File: config.mk
export PLATFORM = sky130hd
export DESIGN_NAME = universal_shift_register
export DESIGN_NICKNAME = d
export VERILOG_FILES = /design/src/rtl/universal_shift_register.sv
export SDC_FILE = /design/constraint.sdc
export NUM_CORES = 1
export LEC_CHECK = 0
export CORE_MARGIN = 1
export CORE_UTILIZATION = 40
export DETAILED_ROUTE_END_ITERATION = 12
export GPL_TIMING_DRIVEN = 0
export PLACE_DENSITY = 0.76
export SYNTH_ARGS = -nofsm -noshare
export SYNTH_HDL_FRONTEND = slang
export SYNTH_SLANG_ARGS = --single-unit
File: constraint.sdc
create_clock -name clk_2 -period 1.4 [get_ports clk_2]
set_input_delay 0.28 -clock clk_2 [delete_from_list [all_inputs] [get_ports clk_2]]
set_output_delay 0.28 -clock clk_2 [all_outputs]
set_load 0.05 [all_outputs]
File: src/rtl/universal_shift_register.sv
// -----------------------------------------------------------------------------
// universal_shift_register
//
// Parametrised universal shift register for the lab top-level. It supports
// hold, shift right, shift left and parallel load. Shifts can either
// recirculate the outgoing bit (rotate) or insert serial_in. The register
// also provides a registered serial output, a saturating shift counter with a
// full flag, and a hex 7-segment decode of the low nibble.
//
// Parameters:
//   NBITS        register width, legal range 4..32
//   NCNT         shift counter width, derived from NBITS (leave at default)
//
// Ports:
//   clk_2        in   1      system clock, rising-edge active
//   reset        in   1      asynchronous active-low reset
//   en           in   1      operation enable; all state holds when low
//   mode         in   2      00 hold, 01 shift right, 10 shift left, 11 load
//   rotate       in   1      1: shifts recirculate the outgoing bit
//   serial_in    in   1      bit inserted on non-rotating shifts
//   parallel_in  in   NBITS  data loaded in mode 11
//   q            out  NBITS  register contents
//   serial_out   out  1      last bit shifted/rotated out (registered)
//   shift_count  out  NCNT   shifts since last load/reset, saturates at NBITS
//   count_full   out  1      shift_count == NBITS
//   seg          out  8      7-seg pattern of q[3:0] (g..a), bit7 = count_full
// -----------------------------------------------------------------------------
module universal_shift_register #(
  parameter int NBITS = 8,
  parameter int NCNT  = $clog2(NBITS + 1)
) (
  input  logic             clk_2,
  input  logic             reset,
  input  logic             en,
  input  logic [1:0]       mode,
  input  logic             rotate,
  input  logic             serial_in,
  input  logic [NBITS-1:0] parallel_in,
  output logic [NBITS-1:0] q,
  output logic             serial_out,
  output logic [NCNT-1:0]  shift_count,
  output logic             count_full,
  output logic [7:0]       seg
);

  localparam logic [1:0] MODE_HOLD  = 2'b00;
  localparam logic [1:0] MODE_RIGHT = 2'b01;
  localparam logic [1:0] MODE_LEFT  = 2'b10;
  localparam logic [1:0] MODE_LOAD  = 2'b11;

  localparam logic [NCNT-1:0] CNT_FULL = NCNT'(NBITS);
  localparam logic [NCNT-1:0] CNT_ONE  = NCNT'(1);

  logic [NBITS-1:0] q_reg, q_next;
  logic             so_reg, so_next;
  logic [NCNT-1:0]  cnt_reg, cnt_next;
  logic             in_bit;
  logic             full;
  logic [6:0]       seg7;

  assign full = (cnt_reg == CNT_FULL);

  // Next-state logic. The counter saturates rather than wraps so that the
  // full flag stays asserted until the next load or reset.
  always_comb begin
    q_next   = q_reg;
    so_next  = so_reg;
    cnt_next = cnt_reg;
    in_bit   = serial_in;
    if (en) begin
      case (mode)
        MODE_RIGHT: begin
          in_bit   = rotate ? q_reg[0] : serial_in;
          q_next   = {in_bit, q_reg[NBITS-1:1]};
          so_next  = q_reg[0];
          cnt_next = full ? cnt_reg : cnt_reg + CNT_ONE;
        end
        MODE_LEFT: begin
          in_bit   = rotate ? q_reg[NBITS-1] : serial_in;
          q_next   = {q_reg[NBITS-2:0], in_bit};
          so_next  = q_reg[NBITS-1];
          cnt_next = full ? cnt_reg : cnt_reg + CNT_ONE;
        end
        MODE_LOAD: begin
          // serial_out deliberately keeps its last shifted-out bit.
          q_next   = parallel_in;
          cnt_next = '0;
        end
        MODE_HOLD: ;
        default: ;
      endcase
    end
  end

  always_ff @(posedge clk_2 or negedge reset) begin
    if (!reset) begin
      q_reg   <= '0;
      so_reg  <= 1'b0;
      cnt_reg <= '0;
    end else begin
      q_reg   <= q_next;
      so_reg  <= so_next;
      cnt_reg <= cnt_next;
    end
  end

  // Hex decode of the low nibble, segments g..a in bits 6..0.
  always_comb begin
    seg7 = 7'h3F;
    case (q_reg[3:0])
      4'h0: seg7 = 7'h3F;
      4'h1: seg7 = 7'h06;
      4'h2: seg7 = 7'h5B;
      4'h3: seg7 = 7'h4F;
      4'h4: seg7 = 7'h66;
      4'h5: seg7 = 7'h6D;
      4'h6: seg7 = 7'h7D;
      4'h7: seg7 = 7'h07;
      4'h8: seg7 = 7'h7F;
      4'h9: seg7 = 7'h6F;
      4'hA: seg7 = 7'h77;
      4'hB: seg7 = 7'h7C;
      4'hC: seg7 = 7'h39;
      4'hD: seg7 = 7'h5E;
      4'hE: seg7 = 7'h79;
      4'hF: seg7 = 7'h71;
      default: seg7 = 7'h3F;
    endcase
  end

  assign q           = q_reg;
  assign serial_out  = so_reg;
  assign shift_count = cnt_reg;
  assign count_full  = full;
  assign seg         = {full, seg7};

endmodule
# Yosys cells after proc, flatten, opt, wreduce, memory -nomap -nowiden
# Memory sizes are Yosys's and may differ from the RTL's.
# Cells that the tools add are included.
dict set report classes {
  n_mux 6
  n_eq_ne 5
  n_reduce_logical 7
  addsub 1
}
# op count
set ops {}
lappend ops {{$pmux W8 S3} 1}
lappend ops {{$pmux W4 S2} 1}
lappend ops {{$add A4 B1 Y4 const B} 1}
lappend ops {{$eq A2 B2 Y1 const B} 2}
lappend ops {{$eq A4 B4 Y1 const B} 1}
lappend ops {{$mux W4} 1}
lappend ops {{$reduce_and A2 Y1} 2}
lappend ops {{$reduce_bool A2 Y1} 2}
lappend ops {{$reduce_and A3 Y1} 1}
lappend ops {{$reduce_bool A3 Y1} 1}
lappend ops {{$eq A2 B1 Y1 const B} 1}
lappend ops {{$mux W1} 2}
lappend ops {{$ne A2 B2 Y1 const B} 1}
lappend ops {{$pmux W1 S2} 1}
lappend ops {{$reduce_or A2 Y1} 1}
dict set report word_totals {
  in_bits 15
  word_cells 23
  output_inout_bits 22
  n_memories 1
  mem_bits_ro 112
  register_bits 13
}
# memory words word_bits read_ports rd_ports_with_merged_regs wr line_no
set memory_table {}
lappend memory_table {{(no name shown)} 16 7 1 0 0 110} ;# case (q_reg[3:0])

# Longest topological paths before layout
# Gate-level depths: netlist (run 1).
dict set report depth {
  depth_word 4
  ltp_mapped 6
  mapped_depth_nobuf 5
}

# Worst setup path after synthesis (run 1)
# No wires, ideal clock.
dict set report synth_path {
  path_kind {register to output}
  startpoint {reg q_reg[1], in the netlist q[1]}
  endpoint {out seg[3]}
  stages_incl_launch_ff 6
  path_slack_ns -1.281
  required_time_ns 1.120
  arrival_ns 2.401
  path_buffers 0
  path_cell_list {dfrtp_1 > inv_1 > ha_1 > nand2b_1 > o21ai_0 > o21ai_0}
}
dict set report synth_between {
  elab_chain_cells 1
}
# item line_no
set synth_rtl {}
lappend synth_rtl {{start, declared} 54} ;# logic [NBITS-1:0] q_reg, q_next;
lappend synth_rtl {{start signal, assigned} 101} ;# q_reg <= q_next;
lappend synth_rtl {{$mem_v2 Z16 W7} n/a}
lappend synth_rtl {{end, declared} 43} ;# output logic [7:0] seg
# No other way between the ends.

# Final worst setup path (run 1)
dict set report layout_path {
  startpoint {reg q_reg[0], in the netlist q[0]}
  endpoint {out seg[0]}
}
# Same word-level chain as after synthesis.

==> results.sh, run 1 <==
export IMPL_run_status="finished with violations"
export IMPL_violations="negative setup slack"
export IMPL_cts_buffer_depth=2
export IMPL_f_max_mhz=529
export IMPL_timing_critical_path_cells="ha_4, nor2b_4, a21o_1, a21oi_4, buf_6"
export IMPL_die_width_um=52.4
export IMPL_setup_viol_count_final=10
export IMPL_layout_cell_area_non_filler_um2=1860
export IMPL_globalRouteTotalUtil=0.247
export IMPL_yosys_area_share_simple=0.141
export IMPL_share_of_the_clock_period_used_by_the_worst_path_after_layout=1.35
export IMPL_grt_pass1_vias=1127
export IMPL_place_hpwl_um=1980
export IMPL_routed_via_count=1125
export IMPL_io_pins=37
export IMPL_met2_wirelength_um=1590
export IMPL_synth_net_count=146
export IMPL_layout_area_growth_over_synthesis_pct=82.7
export IMPL_path_clk_slew_ns=0.09
export IMPL_highest_layer="met4"
export IMPL_tritoncts="done"
export IMPL_timing_setup_critical_path_class="reg2out"
export IMPL_place_gp_congestion=0.819
export IMPL_multiplexer_area_fraction_after_synthesis=0.0418
export IMPL_grt_start_max_net_pins=14
export IMPL_powerDensity_nw_per_um2=1560
export IMPL_mostFrequentLayoutCells="sky130_fd_sc_hd__buf_4, sky130_fd_sc_hd__nand2_1, sky130_fd_sc_hd__clkdlybuf4s50_1"
export IMPL_clock_sinks=13
export IMPL_clk_latency_ns=0.28
export IMPL_core_rowCount=17
export IMPL_final_hold_violation_count=0
export IMPL_rsz0062_at_grt="yes"
export IMPL_grt_pass1_wl_um=5060
export IMPL_preCtsSetupSlack_ns=-0.852
export IMPL_tns_ns=-3.61
export IMPL_hold_class="in2async"
export IMPL_die_height_um=52.4
export IMPL_slack_of_the_critical_path_ns=-0.489
export IMPL_layout_min_cycle_time_ns=1.89
export IMPL_antenna_found_initial=0
export IMPL_cp_arrival_ns=1.61
export IMPL_clock_root_buffer="sky130_fd_sc_hd__clkbuf_4"
export IMPL_post_synth_instance_area_um2=1020
export IMPL_grt_remaining_overflow=0
export IMPL_synthDistinctLibCells=30
export IMPL_ys_seq_area_frac=0.320
export IMPL_initial_utilization=0.443
export IMPL_synthXorXnorAreaFrac=0
export IMPL_port_buffer_count=36
export IMPL_vias_per_cell=5.65
export IMPL_cts_buffers=3
export IMPL_data_required_time_of_the_worst_path_ns=1.12
export IMPL_dr_first_iter_drc_count=25
export IMPL_design_die_area_um2=2750
export IMPL_cap_viol_max_count=0
export IMPL_detailed_place_area_um2=1580
export IMPL_drc=0
export IMPL_synth_warnings=0
export IMPL_core_region_area_um2=2300
export IMPL_synth_top_family_by_area="compound AO/OA/AOI/OAI gates"
export IMPL_htree_levels=1
export IMPL_worst_slew_margin=0.591
export IMPL_comb_power_share=0.698
export IMPL_destination_of_the_worst_register_to_register_timing_path="shift_count[2]"
export IMPL_peak_supply_drop_uv=1420
export IMPL_hold_buffers=0
export IMPL_worstSetupStartpointType="register"
export IMPL_routedWlPerCell_um=15.5
export IMPL_met3_length_um=169
export IMPL_routed_wl_um=3080
export IMPL_power_switching_share=0.515
export IMPL_ant_nets=0
export IMPL_slowest_stage="sky130_fd_sc_hd__dfrtp_4"
export IMPL_syn_mean_instance_area_um2=8.55
export IMPL_path_max_fanout=6
export IMPL_synth_compound_area_share=0.287
export IMPL_nets=199
export IMPL_synth_cells=119
export IMPL_detail_route_first_pass_iterations=4
export IMPL_critical_path_reg2reg_startpoint="shift_count[1]"
export IMPL_yosys_area_share_adder=0.148
export IMPL_wl_met1_um=1290
export IMPL_share_of_final_layout_standard_cells_stronger_than_drive_strength_1=0.532
export IMPL_timing_critical_path_slowest_cell_delay_ns=0.55
export IMPL_antennaDiodeCount=0
export IMPL_worst_tran_pin_value_ns=0.611
export IMPL_number_of_flip_flops_in_the_largest_register=8
export IMPL_timing_reg2reg_worst_path_depth=5
export IMPL_internal_power_w=0.00141
export IMPL_layout_commonest_cell="sky130_fd_sc_hd__buf_4"
export IMPL_report_final_slew_viol_count=0
export IMPL_worst_path_dominant_cell_family="flip-flops"
export IMPL_power_clock_fraction=0.081
export IMPL_n_fill_cell=157
export IMPL_share_seq_of_total_power=0.221
export IMPL_final_setup_skew_ns=0.00941
export IMPL_synth_ff_latch_count=13
export IMPL_timing_critical_path_buf_inv=1
export IMPL_crit_path_end_kind="output port"
export IMPL_timing_reg2reg_setup_slack_ns=0.06
export IMPL_p_leak_nw=0.772
export IMPL_power_switching_w=0.00149
==> cells in the mapped netlist <==
master                      n  area [um^2]
sky130_fd_sc_hd__a211oi_1   3         22.5
sky130_fd_sc_hd__a21o_1     1         7.51
sky130_fd_sc_hd__a21oi_1   11         55.1
sky130_fd_sc_hd__a221oi_1   1         8.76
sky130_fd_sc_hd__a22o_1     7         61.3
sky130_fd_sc_hd__a31o_1     1         8.76
sky130_fd_sc_hd__a31oi_1    3         18.8
sky130_fd_sc_hd__and2_1     1         6.26
sky130_fd_sc_hd__and4b_1    1         10.0
sky130_fd_sc_hd__buf_2      3         15.0
sky130_fd_sc_hd__buf_4      2         15.0
sky130_fd_sc_hd__clkbuf_1   2         7.51
sky130_fd_sc_hd__dfrtp_1   13          325
sky130_fd_sc_hd__ha_1      12          150
sky130_fd_sc_hd__inv_1      7         26.3
sky130_fd_sc_hd__mux2_2     2         22.5
sky130_fd_sc_hd__mux2i_1    2         20.0
sky130_fd_sc_hd__nand2_1   13         48.8
sky130_fd_sc_hd__nand2b_1   4         25.0
sky130_fd_sc_hd__nand3_1    2         10.0
sky130_fd_sc_hd__nor2_1     5         18.8
sky130_fd_sc_hd__nor2_2     1         6.26
sky130_fd_sc_hd__nor2b_1    2         12.5
sky130_fd_sc_hd__nor4_1     1         6.26
sky130_fd_sc_hd__o21a_1     2         15.0
sky130_fd_sc_hd__o21ai_0   13         65.1
sky130_fd_sc_hd__o21ai_1    1         5.00
sky130_fd_sc_hd__o21bai_1   1         7.51
sky130_fd_sc_hd__o31ai_1    1         7.51
sky130_fd_sc_hd__o41ai_1    1         8.76
==> power groups by stage <==
stage	Combinational [W]	Clock, W	Sequential [W]
6_report	0.00202	0.000236	0.000641
5_1_grt	0.00214	0.000247	0.000657
4_1_cts	0.00183	0.000239	0.000625
3_5_place_dp	0.00171	0	0.000649
3_3_place_gp	0.00168	0	0.000647
2_1_floorplan	0.000891	0	0.000956
==> per-stage QoR <==
stage / std cells / utilization / hold slack, ns / power (W)
2_1_floorplan: 119 / - / -0.0156 / 0.00185
3_3_place_gp: 183 / 0.688 / 0.527 / 0.00233
3_5_place_dp: 183 / 0.688 / 0.542 / 0.00236
4_1_cts: 194 / 0.754 / 0.401 / 0.00269
5_1_grt: 199 / 0.809 / 0.431 / 0.00305
6_report: 199 / 0.809 / 0.376 / 0.00290
==> how the worst max path moves through the flow <==
stage               depth (start not counted)      to  startpoint
finish                                      5  seg[0]        q[0]
global placement                            6  seg[1]        q[1]
detailed placement                          6  seg[1]        q[1]
CTS                                         5  seg[1]        q[0]
floorplan                                   4  seg[0]        q[0]
global route                                5  seg[0]        q[0]
==> what timing repair did <==
action / CTS / global route
gates resized for setup: 117 / 32
setup endpoints to repair: 34 / 22
pin swaps: 4 / 4
setup buffers: 7 / 5
==> cell families after synthesis <==
group	count (synthesis)
AOI/OAI and AO/OA	46
muxes	4
adders and majority gates	12
DFF	13
and+or+nand+nor	30
buffers and inverters	14
==> layer usage <==
metal,vias up,GRT usage
met2,47,0.426
met3,7,0.0348
met4,0,0.0746
met1,537,0.314
met5,-,0
li1,534,-
==> layout make-up <==
| class | instances | area [um^2] | area share |
|---|---|---|---|
| well taps | 28 | 35.0 | 0.0189 |
| multi-input cells | 92 | 906 | 0.488 |
| repair buffers | 48 | 460 | 0.248 |
| plain buffers | 7 | 57.6 | 0.0310 |
| inverters | 7 | 33.8 | 0.0182 |
| clock buffers | 4 | 26.3 | 0.0141 |
| flip-flops and latches | 13 | 339 | 0.182 |
No activity file was read; power rests on OpenSTA's default activity.
==> inputs of run 2 (changes only) <==
Settings changed: CTS_CLUSTER_DIAMETER set to 80, HOLD_SLACK_MARGIN set to 0.08.
==> results of run 2 <==
Same layout as run 1: the final DEF is identical, and so are final timing and power.
==> inputs of run 3 (changes only) <==
Settings changed: MAX_ROUTING_LAYER set to met4, SKIP_CTS_REPAIR_TIMING set to 1.
==> run 3 against run 2 <==
Against the previous run:
- sequential power barely moved
- largest power group unchanged
- the run still ends with negative setup slack left
- wire length decreased by 1.9%
- first-iteration DRC count shrank 8.0%
==> results.sh, run 3 (synthesized netlist as in run 1, its figures left out) <==
export IMPL_run_status="finished with violations"
export IMPL_violations="negative setup slack"
export IMPL_path_clk_slew_ns=0.09
export IMPL_die_height_um=52.4
export IMPL_destination_of_the_worst_register_to_register_timing_path="shift_count[2]"
export IMPL_power_switching_w=0.00146
export IMPL_place_gp_congestion=0.831
export IMPL_tns_ns=-3.64
export IMPL_met3_length_um=138
export IMPL_rsz0062_at_grt="yes"
export IMPL_detailed_place_area_um2=1580
export IMPL_comb_power_share=0.684
export IMPL_die_width_um=52.4
export IMPL_detail_route_first_pass_iterations=4
export IMPL_clock_sinks=13
export IMPL_grt_pass1_wl_um=4630
export IMPL_power_switching_share=0.523
export IMPL_layout_area_growth_over_synthesis_pct=75.8
export IMPL_layout_cell_area_non_filler_um2=1790
export IMPL_routed_via_count=1123
export IMPL_dr_first_iter_drc_count=23
export IMPL_crit_path_end_kind="output port"
export IMPL_timing_reg2reg_worst_path_depth=5
export IMPL_share_seq_of_total_power=0.230
export IMPL_final_setup_skew_ns=0.00824
export IMPL_place_hpwl_um=1980
export IMPL_design_die_area_um2=2750
export IMPL_nets=194
export IMPL_final_hold_violation_count=0
export IMPL_drc=0
export IMPL_f_max_mhz=528
export IMPL_globalRouteTotalUtil=0.231
export IMPL_grt_remaining_overflow=0
export IMPL_slack_of_the_critical_path_ns=-0.495
export IMPL_fin_util=0.778
export IMPL_vias_per_cell=5.79
export IMPL_htree_levels=1
export IMPL_report_final_slew_viol_count=0
export IMPL_layout_min_cycle_time_ns=1.90
export IMPL_cts_buffers=3
export IMPL_met2_wirelength_um=1580
export IMPL_antennaDiodeCount=0
export IMPL_routed_wl_um=3020
export IMPL_core_rowCount=17
export IMPL_peak_supply_drop_uv=1430
export IMPL_grt_start_max_net_pins=14
export IMPL_p_leak_nw=0.813
export IMPL_tritoncts="done"
export IMPL_power_clock_fraction=0.087
export IMPL_powerDensity_nw_per_um2=1560
export IMPL_worst_tran_pin_value_ns=0.607
export IMPL_port_buffer_count=36
export IMPL_antenna_found_initial=0
export IMPL_worst_slew_margin=0.594
export IMPL_initial_utilization=0.443
export IMPL_grt_pass1_vias=1044
export IMPL_slowest_stage="sky130_fd_sc_hd__dfrtp_4"
export IMPL_timing_critical_path_slowest_cell_delay_ns=0.55
export IMPL_internal_power_w=0.00133
export IMPL_worstSetupStartpointType="register"
export IMPL_mostFrequentLayoutCells="sky130_fd_sc_hd__nand2_1, sky130_fd_sc_hd__clkdlybuf4s50_1, sky130_fd_sc_hd__buf_6, sky130_fd_sc_hd__clkbuf_2"
export IMPL_hold_class="in2async"
export IMPL_cp_arrival_ns=1.62
export IMPL_ant_nets=0
export IMPL_share_of_final_layout_standard_cells_stronger_than_drive_strength_1=0.500
export IMPL_clk_latency_ns=0.28
export IMPL_timing_setup_critical_path_class="reg2out"
export IMPL_number_of_flip_flops_in_the_largest_register=8
export IMPL_preCtsSetupSlack_ns=-0.852
export IMPL_path_max_fanout=6
export IMPL_share_of_the_clock_period_used_by_the_worst_path_after_layout=1.35
export IMPL_setup_viol_count_final=11
export IMPL_timing_reg2reg_setup_slack_ns=0.03
export IMPL_wl_met1_um=1300
export IMPL_highest_layer="met4"
export IMPL_core_region_area_um2=2300
export IMPL_cts_buffer_depth=2
export IMPL_routedWlPerCell_um=15.6
export IMPL_data_required_time_of_the_worst_path_ns=1.12
export IMPL_timing_critical_path_cells="ha_4, nor2b_4, a21o_1, a21oi_4, buf_6"
export IMPL_n_fill_cell=171
export IMPL_clock_root_buffer="sky130_fd_sc_hd__clkbuf_4"
export IMPL_critical_path_reg2reg_startpoint="shift_count[0]"
export IMPL_cap_viol_max_count=0
export IMPL_io_pins=37
run 3: cell count changes in the layout (fill, tap and decap cells not counted), sizes merged:
cell,previous run,this run
dlygate4sd2,3,0
clkdlybuf4s50,12,11
dlymetal6s2s,0,8
buf,28,20
clkdlybuf4s15,8,0
clkbuf,7,15
clkdlybuf4s18,1,0
run 3: worst max-delay path: cells and delay by family (launching register included):
family,cells,cell delay (ns)
AOI/OAI and AO/OA,2,0.30
adders and majority gates,1,0.19
buffers and inverters,1,0.16
DFF,1,0.55
and+or+nand+nor,1,0.13
run 3: cell type report:
type,instances,area (um^2),share of cell area
multi-input combinational,92,887,0.496
timing repair buffer,44,423,0.237
sequential,13,339,0.190
buffer,6,43.8,0.0245
tap,28,35.0,0.0196
inverter,7,33.8,0.0189
clock buffer,4,26.3,0.0147
run 3: power by group through the flow:
stage                     Clock, W  Combinational (W)  Sequential (W)
after floorplan                  0           0.000891        0.000956
after global placement           0            0.00168        0.000647
after detailed placement         0            0.00171        0.000649
after CTS                 0.000239            0.00171        0.000645
after global routing      0.000250            0.00202        0.000657
final                     0.000242            0.00191        0.000641
run 3: worst max path at each step:
stage	from	to	slack (ns)	depth (start not counted)
2_1_floorplan	q[0]	seg[0]	-0.27	4
3_3_place_gp	q[1]	seg[1]	-0.81	6
3_5_place_dp	q[1]	seg[1]	-0.85	6
4_1_cts	q[1]	seg[1]	-1.15	6
5_1_grt	q[0]	seg[0]	-0.51	5
6_report	q[0]	seg[0]	-0.50	5
run 3: per-layer routing:
| layer | GRT usage | vias to the layer above |
|---|---|---|
| met5 | - | - |
| met4 | 0.0482 | 0 |
| met3 | 0.0290 | 2 |
| met2 | 0.388 | 43 |
| met1 | 0.297 | 557 |
| li1 | - | 521 |
run 3: per-stage QoR:
step	std cells	total power, W	hold WS [ns]
after detailed placement	183	0.00236	0.542
after global routing	194	0.00292	0.396
final	194	0.00279	0.366
after global placement	183	0.00233	0.527
after floorplan	119	0.00185	-0.0156
after CTS	187	0.00260	0.401
